### config.mk
export PLATFORM = sky130hd
export DESIGN_NAME = verify_array
export DESIGN_NICKNAME = d
export VERILOG_FILES = /design/src/rtl/verify_array.sv
export SDC_FILE = /design/constraint.sdc
export NUM_CORES = 1
export LEC_CHECK = 0
export ABC_AREA = 0
export BUFFER_PORTS_ARGS = -buffer_cell sky130_fd_sc_hd__buf_2
export CORE_ASPECT_RATIO = 2
export CORE_MARGIN = 4
export CORE_UTILIZATION = 57
export CTS_BUF_LIST = sky130_fd_sc_hd__clkbuf_8
export DETAILED_ROUTE_END_ITERATION = 12
export HOLD_SLACK_MARGIN = 0.06
export PLACE_DENSITY = 0.83
export SLEW_MARGIN = 10
export SYNTH_ARGS = -nofsm -noshare
export SYNTH_HDL_FRONTEND = slang
export SYNTH_SLANG_ARGS = --single-unit
### constraint.sdc
create_clock -name clk -period 2.01 [get_ports clk]
set_input_delay 0.3015 -clock clk [delete_from_list [all_inputs] [get_ports clk]]
set_output_delay 0.3015 -clock clk [all_outputs]
set_load 0.05 [all_outputs]
### src/rtl/verify_array.sv
// Read-only scan of a 256-entry synchronous RAM: checks S[k] == k, counts mismatches,
// records the lowest mismatching index and accumulates a 16-bit byte checksum.
module verify_array (
    input  logic        clk,
    input  logic        reset_n,
    input  logic        start,
    output logic [7:0]  address,
    input  logic [7:0]  q,
    output logic        busy,
    output logic        done,
    output logic        pass,
    output logic [8:0]  err_count,
    output logic [7:0]  first_err_addr,
    output logic [15:0] checksum
);

    typedef enum logic [2:0] {
        IDLE  = 3'd0,
        ADDR  = 3'd1,
        WAIT  = 3'd2,
        CHECK = 3'd3,
        DONE  = 3'd4
    } state_t;

    state_t     state_r;
    logic [7:0] i_r;
    logic       mismatch_s;

    assign mismatch_s = (q != i_r);

    // Scan FSM with all outputs registered; address tracks i for the whole entry
    always_ff @(posedge clk or negedge reset_n) begin
        if (!reset_n) begin
            state_r        <= IDLE;
            i_r            <= 8'd0;
            address        <= 8'd0;
            busy           <= 1'b0;
            done           <= 1'b0;
            pass           <= 1'b0;
            err_count      <= 9'd0;
            first_err_addr <= 8'd0;
            checksum       <= 16'd0;
        end else begin
            case (state_r)
                IDLE, DONE: begin
                    if (start) begin
                        state_r        <= ADDR;
                        i_r            <= 8'd0;
                        address        <= 8'd0;
                        busy           <= 1'b1;
                        done           <= 1'b0;
                        pass           <= 1'b0;
                        err_count      <= 9'd0;
                        first_err_addr <= 8'd0;
                        checksum       <= 16'd0;
                    end else begin
                        state_r <= state_r;
                    end
                end
                ADDR: begin
                    state_r <= WAIT;
                end
                WAIT: begin
                    state_r <= CHECK;
                end
                CHECK: begin
                    checksum <= checksum + {8'd0, q};
                    if (mismatch_s) begin
                        err_count <= err_count + 9'd1;
                        if (err_count == 9'd0) begin
                            first_err_addr <= i_r;
                        end else begin
                            first_err_addr <= first_err_addr;
                        end
                    end else begin
                        err_count <= err_count;
                    end
                    // Last entry: i stays at 255 rather than wrapping
                    if (i_r != 8'd255) begin
                        state_r <= ADDR;
                        i_r     <= i_r + 8'd1;
                        address <= i_r + 8'd1;
                    end else begin
                        state_r <= DONE;
                        busy    <= 1'b0;
                        done    <= 1'b1;
                        pass    <= (err_count == 9'd0) && !mismatch_s;
                    end
                end
                default: begin
                    state_r <= IDLE;
                    i_r     <= 8'd0;
                    address <= 8'd0;
                    busy    <= 1'b0;
                    done    <= 1'b0;
                    pass    <= 1'b0;
                end
            endcase
        end
    end

endmodule
==> After elaboration in Yosys (flattened, before gate mapping) <==
Cells that the tools add are included.
{ "word_totals": {"register_bits": 47, "latchBits": 0, "mem_bits_rw": 0, "romBits": 0, "in_bits": 11, "out_inout_bits": 44, "memories": 0} }
{ "op_classes": {"addsub": 3, "n_mul": 0, "n_div": 0, "n_lt_le_gt_ge": 0, "n_eq_ne": 11, "n_shift": 0, "muxes": 22, "n_bitwise": 1, "reduce_logical": 12} }
{ "op_table": {"columns": ["cell", "n"], "rows": [
  ["2-to-1 mux 8 bit", 4],
  ["one-hot mux 16 bit (2 select lines)", 1],
  ["one-hot mux 8 bit (3 select lines)", 1],
  ["2-to-1 mux 9 bit", 2],
  ["one-hot mux 9 bit (2 select lines)", 1],
  ["adder 16 x 8 -> 16 bit", 1],
  ["2-to-1 mux 16 bit", 1],
  ["one-hot mux 8 bit (2 select lines)", 1],
  ["one-hot mux 3 bit (4 select lines)", 1],
  ["!= test 2 bit (second input constant)", 5],
  ["adder 9 x 1 -> 9 bit (second input constant)", 1],
  ["zero test 9 bit", 1],
  ["one-hot mux 1 bit (3 select lines)", 3],
  ["AND reduction 3 bit", 3],
  ["adder 8 x 1 -> 8 bit (second input constant)", 1],
  ["!= test 8 bit", 1],
  ["!= test 8 bit (second input constant)", 1],
  ["equality test 3 x 2 -> 1 bit (second input constant)", 2],
  ["2-to-1 mux 3 bit", 2],
  ["2-to-1 mux 1 bit", 5],
  ["AND reduction 4 bit", 1],
  ["OR reduction 2 bit", 2],
  ["equality test 3 x 1 -> 1 bit (second input constant)", 1],
  ["equality test 3 bit (second input constant)", 1],
  ["6 further kinds", 6]
]} }

==> Depth between registers and ports, before layout <==
Gate-level depths: netlist (run 1).
{ "depth": {"word_depth": 5, "depth_mapped": 8} }

==> Worst setup path before layout (run 1) <==
OpenSTA, ideal clock, no wires.
{ "synth_timing": {"path_kind": "flip-flop to flip-flop", "startpoint": "reg checksum[0]", "endpoint": "reg checksum[14]", "t_arrival_ns": 2.120, "setup_slack_ns": -0.255, "stages_incl_launch_ff": 9, "cell_sequence": "dfrtp_1 ha_1 inv_1 fa_1 nand2b_1 a21oi_1 o32ai_2 o211ai_1 o31ai_1"} }
{ "synth_via": {"elab_chain_len": 2} }
{ "synth_rtl": {"columns": ["element", "line", "source"], "rows": [
  ["start, declared", "14", "output logic [15:0] checksum"],
  ["start signal, assigned", "67", "checksum <= checksum + {8'd0, q};"],
  ["adder 16 x 8 -> 16 bit", "67", null],
  ["one-hot mux 16 bit (2 select lines)", "44", "case (state_r)"]
]} }
No other way between the ends.
A chain may end at the register's enable or synchronous reset.

==> Final worst setup path (run 1) <==
Same ends and word-level chain as after synthesis.

==> results.toml, run 1 <==
[clock_tree]
clk_path_buf_depth = 2
cts_tree = "built"
clk_pin_slew_ns = 0.09
cts-htree-levels = 2
cts_root_buf = "clkbuf_8"
cts_sinks = 47
clock_latency_ns = 0.31
numCtsBuffers = 5
ctsHoldBuffers = 0

[critical_path]
end_kind = "flip-flop"
required_ns = 2.19
cp.arrival_ns = 2.13
startpoint_type = "flip-flop"
worstSetupPathType = "flip-flop to flip-flop"
critPathMaxFanout = 8

[logic_synthesis]
synth.most_common_cell = "dfrtp_1"
yosys.area.top_type = "dfrtp_1"
netlist.area_leader.share_pct = 41.8
yosys.cell_types.count = 55
synthTopCellsByArea = "dfrtp_1, mux2i_1, ha_1, nand2_1, xnor2_1"
synthCells = 281
synth_warnings = 0
synth_seq_area_share_pct = 41.8
synthFlopType = "dfrtp_1"
synth_commonest_cells = "dfrtp_1, nand2_1, nor2_1, inv_1, mux2i_1"
syn-cell-area_um2 = 2810
async_flop_share_pct = 100
syn_avg_cell_area_um2 = 10.0
syn_nets = 304
synth-seq-cells = 47
synth_edf_count = 0

[sta]
slew_viol_final = 0
hold_ws_ns = 0.0868
setup_ws_ns = 0.0682
fin_skew_ns = 0.0106
rsz0062_at_grt = "no"
hold_violations = 0
layout_min_cycle_time_ns = 1.94
max_freq_ghz = 0.515
timing.final.crit_share_pct = 96.6
setup_viol = 0
max_slew.worst_pin.slew_ns = 0.616
slew_headroom_pct = 58.9

[global_routing]
met1_usage_pct = 26.4
busiest_layer = "met2"
grt_pass1_wl_mm = 11.5
antenna_found_initial = 0
overflow = 0
grt_max_degree = 48
grt.met2_usage_pct = 42.8
grt_pass1_vias = 2478
use_met3_pct = 3.60
grt_use_total_pct = 23.9

[layout]
antenna_cells = 0
drive_above_1_share_pct = 28.8
fin_nets = 369
syn_to_final_growth_pct = 18.2

[place]
port-buffer-count = 54
dp_hpwl_mm = 5.14
dp_slack_ns = -0.0120
gp_congestion = 0.900

[routing]
vias_per_cell = 6.02
drt-total-wl_mm = 6.84
vias = 2421
dr.first_iter.drc_count = 83
drtAntennaViolNets = 0
wl_per_cell_um = 17.0
post-route-drc-count = 0
first_pass_iters = 4

[outcome]
status = "finished clean"

[floorplan]
fp-row-count = 35
ios = 55
die_y_um = 107
core_um2 = 4690
die_x_um = 57.7
start_util_pct = 60.0
die_area_um2 = 6190

[flow_run]
max-cap-violations = 0

[worst_hold_path]
hold_path.class = "input pin to async pin"

[power]
vdd_ir_drop_max_v = 0.00107
power-per-cell-area_nw_per_um2 = 1430
p_leak_nw = 1.62
through the flow:
step / total power, mW / utilization (%) / instances / setup TNS, ns / area [µm²]
finish: 4.77 / 70.9 / 402 / 0 / 3320
global route: 5.09 / 70.9 / 402 / 0 / 3320
CTS: 4.72 / 70.4 / 401 / 0 / 3300
detailed placement: 4.14 / 68.6 / 393 / -0.0120 / 3210
global placement: 4.07 / 68.6 / 393 / 0 / 3210
floorplan: 3.51 / - / 281 / 0 / 2860
layer usage:
metal / part of all wire (%) / vias up
met1: 36 / 1174
li1: - / 1130
met4: 4.0 / 0
met5: 0 / -
met3: 5.2 / 28
met2: 55 / 89
cell families (layout without fill, tap and decap cells):
family | after synthesis | count (layout) | synth area share (%)
mux | 18 | 18 | 6.59
fa+ha+maj | 12 | 12 | 5.61
xor+xnor | 17 | 17 | 5.56
simple gates | 103 | 103 | 20.7
buf+inv | 27 | 93 | 5.16
flops | 47 | 47 | 41.8
compound gates | 57 | 57 | 14.5
repair_timing:
| action | 4_1_cts | 5_1_grt |
|---|---|---|
| endpoints found under the setup margin | 0 | 6 |
| buffers inserted | 0 | 1 |
| gates resized for setup | 0 | 2 |
power by group:
part           switching (mW)  internal [mW]
sequential              0.291           1.18
combinational            1.80          0.922
clock                   0.334          0.239
total                    2.43           2.34
sequential cells by signal (all words and copies together), names as in the netlist:
signal / flops
checksum: 16
err_count: 9
state_r: 3
first_err_addr: 8
done: 1
busy: 1
pass: 1
i_r: 8
critical path, cell delays in order (launching register included):
cell      delay, ns
dfrtp_2        0.41
ha_4           0.14
inv_1          0.04
fa_1           0.38
nand2b_4       0.18
a21oi_4        0.18
o32ai_4        0.15
o211ai_1       0.22
o31ai_1        0.12
layout make-up:
cell class	instances	area, µm²
multi-input combinational	207	1540
fill	366	1360
sequential	47	1180
timing repair buffer	68	388
clock buffer	5	68.8
tap	55	68.8
inverter	17	63.8
clock inverter	3	16.3
path summary, 6_finish.rpt:
kind | start | endpoint | slack, ns | depth (start not counted)
worst max-delay path | checksum[0]$_DFFE_PN0P_ | checksum[14]$_DFFE_PN0P_ | 0.07 | 8
worst min-delay path | reset_n | first_err_addr[3]$_DFFE_PN0P_ | 0.09 | 2
worst max register to register | checksum[0]$_DFFE_PN0P_ | checksum[14]$_DFFE_PN0P_ | 0.07 | 8
worst min register to register | checksum[15]$_DFFE_PN0P_ | checksum[15]$_DFFE_PN0P_ | 0.48 | 1
max in group asynchronous | reset_n | checksum[0]$_DFFE_PN0P_ | 1.47 | 2
min in group clk | q[0] | checksum[0]$_DFFE_PN0P_ | 0.40 | 3
cells in the final DEF (no fill, tap or decap), types with 2 or more instances in the layout:
| cell | n |
|---|---|
| ha_1 | 10 |
| buf_2 | 54 |
| o311ai_0 | 2 |
| buf_4 | 13 |
| o211ai_1 | 5 |
| and3_1 | 4 |
| nand3_1 | 9 |
| dfrtp_2 | 3 |
| a22o_1 | 2 |
| o31ai_1 | 5 |
| inv_1 | 18 |
| or3_1 | 4 |
| nand4_2 | 2 |
| a32o_1 | 2 |
| a21o_1 | 4 |
| dfrtp_1 | 44 |
| nand4_1 | 5 |
| nor3_2 | 2 |
| o21a_1 | 3 |
| nand2_1 | 36 |
| o21ai_0 | 9 |
| nand2b_1 | 3 |
| nor2_1 | 21 |
| o41ai_1 | 2 |
| a21boi_0 | 2 |
| clkbuf_8 | 5 |
| xnor2_1 | 12 |
| xor2_1 | 4 |
| nor3_4 | 2 |
| o21ai_2 | 2 |
| a21oi_1 | 9 |
| nor4_1 | 3 |
| mux2i_1 | 17 |
Note: power is estimated with default switching activity, not from simulation.
==> run 2: changes to the inputs <==
Settings changed: PLACE_DENSITY 0.83 to 0.82.
==> run 2 against run 1 <==
- global-route usage grew 0.35 points
- largest cell class unchanged
- routed wire length increased by 0.29%
- critical endpoint is now checksum[12]$_DFFE_PN0P_
- critical path depth stayed put
- total power is 5.3% higher
- via count about the same
- worst setup slack improved by 0.010 ns
- clock-buffer cell count stayed put
- register-to-register slack barely moved
- worst hold slack gained 0.31 ns
==> results.toml, run 2 (synthesis gave the netlist of run 1 again) <==
[outcome]
status = "finished clean"

[routing]
drtAntennaViolNets = 0
dr.first_iter.drc_count = 55
vias = 2422
wl_per_cell_um = 17.0
first_pass_iters = 4
drt-total-wl_mm = 6.86
post-route-drc-count = 0
vias_per_cell = 6.01

[place]
dp_hpwl_mm = 5.24
port-buffer-count = 54
gp_congestion = 0.848
dp_slack_ns = 0.0482

[global_routing]
grt_max_degree = 28
grt_use_total_pct = 24.2
antenna_found_initial = 0
overflow = 0
grt_pass1_vias = 2513
grt_pass1_wl_mm = 11.6

[floorplan]
fp-row-count = 35
core_um2 = 4690
start_util_pct = 60.0
die_area_um2 = 6190
ios = 55
die_y_um = 107
die_x_um = 57.7

[layout]
top_register = "checksum"
final_common_cell = "buf_2"
syn_to_final_growth_pct = 20.2
top_regs = "checksum x16, err_count x9"
antenna_cells = 0
fin_util_pct = 72.1
drive_above_1_share_pct = 29.3
final_cell_mix = "buf_2, dfrtp_1, nand2_1"
fin_nets = 370
largest_register_ffs = 16

[power]
power_frac_seq_pct = 29.6
pwr-share-comb_pct = 54.0
vdd_ir_drop_max_v = 0.000984
clockPowerShare_pct = 16.4
p_sw_share_pct = 48.7
p_leak_nw = 1.65
p_int_mw = 2.57
power-per-cell-area_nw_per_um2 = 1480
switching_power_mw = 2.44

[worst_hold_path]
hold_path.class = "input pin to flip-flop"
hp-start = "q[0]"
min_path_cells = 3
hold_path_end = "checksum[0]$_DFFE_PN0P_"

[critical_path]
reg2reg_from = "checksum[0]$_DFFE_PN0P_"
r2r-end = "checksum[12]$_DFFE_PN0P_"
end_kind = "flip-flop"
startpoint_type = "flip-flop"
required_ns = 2.20
worstSetupPathType = "flip-flop to flip-flop"
reg2reg_slack_ns = 0.08
cp.arrival_ns = 2.12
reg2reg_depth = 8
critPathMaxFanout = 8

[sta]
fin_skew_ns = 0.00994
setup_ws_ns = 0.0784
hold_ws_ns = 0.397
max_slew.worst_pin.slew_ns = 0.577
max_freq_ghz = 0.518
slew_headroom_pct = 61.4
timing.setup.tns_ns = 0
setup_viol = 0
rsz0062_at_grt = "no"
hold_violations = 0
timing.final.crit_share_pct = 96.1
slew_viol_final = 0
layout_min_cycle_time_ns = 1.93

[clock_tree]
clk_pin_slew_ns = 0.09
cts_root_buf = "clkbuf_8"
postCtsSetupRepairBufs = 0
cts_sinks = 47
cts_tree = "built"
numCtsBuffers = 5
clock_latency_ns = 0.31
clk_path_buf_depth = 2
cts-htree-levels = 2

[flow_run]
max-cap-violations = 0
run 2: metal layers:
metal  GRT usage (%)  share of wire, %  vias to the layer above
met5               0                 0                        -
met4            12.4               3.1                        0
met3            2.88               4.4                       15
met2            45.3                57                       71
met1            25.4                36                     1199
li1                -                 -                     1137
run 2: power by group through the flow:
stage | sequential [mW] | clock, mW | combinational (mW)
after detailed placement | 1.49 | 0 | 2.70
after CTS | 1.47 | 0.836 | 2.71
after global routing | 1.52 | 0.876 | 2.92
final | 1.48 | 0.822 | 2.71
after global placement | 1.47 | 0 | 2.63
after floorplan | 2.08 | 0 | 1.43
run 2: area by class of cell:
class	count	area, µm²
Sequential cell	47	1180
Timing Repair Buffer	69	398
Multi-Input combinational cell	207	1540
Clock buffer	5	68.8
Clock inverter	3	63.8
Fill cell	360	1310
Tap cell	55	68.8
Inverter	17	63.8
run 2: timing repair:
action | CTS | global route
hold buffers | 1 | 0
endpoints found under the setup margin | 0 | 6
resized for setup | 0 | 4
endpoints found under the hold margin | 20 | 0
run 2: how the worst max path moves through the flow:
| stage | depth (start not counted) | start | slack [ns] | to |
|---|---|---|---|---|
| CTS | 8 | checksum[0]$_DFFE_PN0P_ | 0.05 | checksum[12]$_DFFE_PN0P_ |
| global placement | 9 | q[0] | 0.14 | checksum[10]$_DFFE_PN0P_ |
| floorplan | 8 | checksum[0]$_DFFE_PN0P_ | 0.01 | checksum[14]$_DFFE_PN0P_ |
| detailed placement | 9 | q[0] | 0.05 | checksum[14]$_DFFE_PN0P_ |
| finish | 8 | checksum[0]$_DFFE_PN0P_ | 0.08 | checksum[12]$_DFFE_PN0P_ |
| global route | 8 | checksum[0]$_DFFE_PN0P_ | 0.006 | checksum[12]$_DFFE_PN0P_ |
run 2: critical path, stage by stage (launching register included):
cell and delay (ns):
dfrtp_2 0.41, ha_4 0.14, inv_1 0.04, fa_1 0.38, nand2b_4 0.18, a21oi_4 0.19
o32ai_4 0.15, o211ai_1 0.22, o31ai_1 0.10
run 2: per-stage QoR:
| stage | cell area (µm²) | total power, mW | cells |
|---|---|---|---|
| 6_report | 3380 | 5.02 | 403 |
| 3_5_place_dp | 3230 | 4.19 | 394 |
| 3_3_place_gp | 3230 | 4.10 | 394 |
| 2_1_floorplan | 2860 | 3.51 | 281 |
| 5_1_grt | 3380 | 5.32 | 403 |
| 4_1_cts | 3380 | 5.02 | 403 |
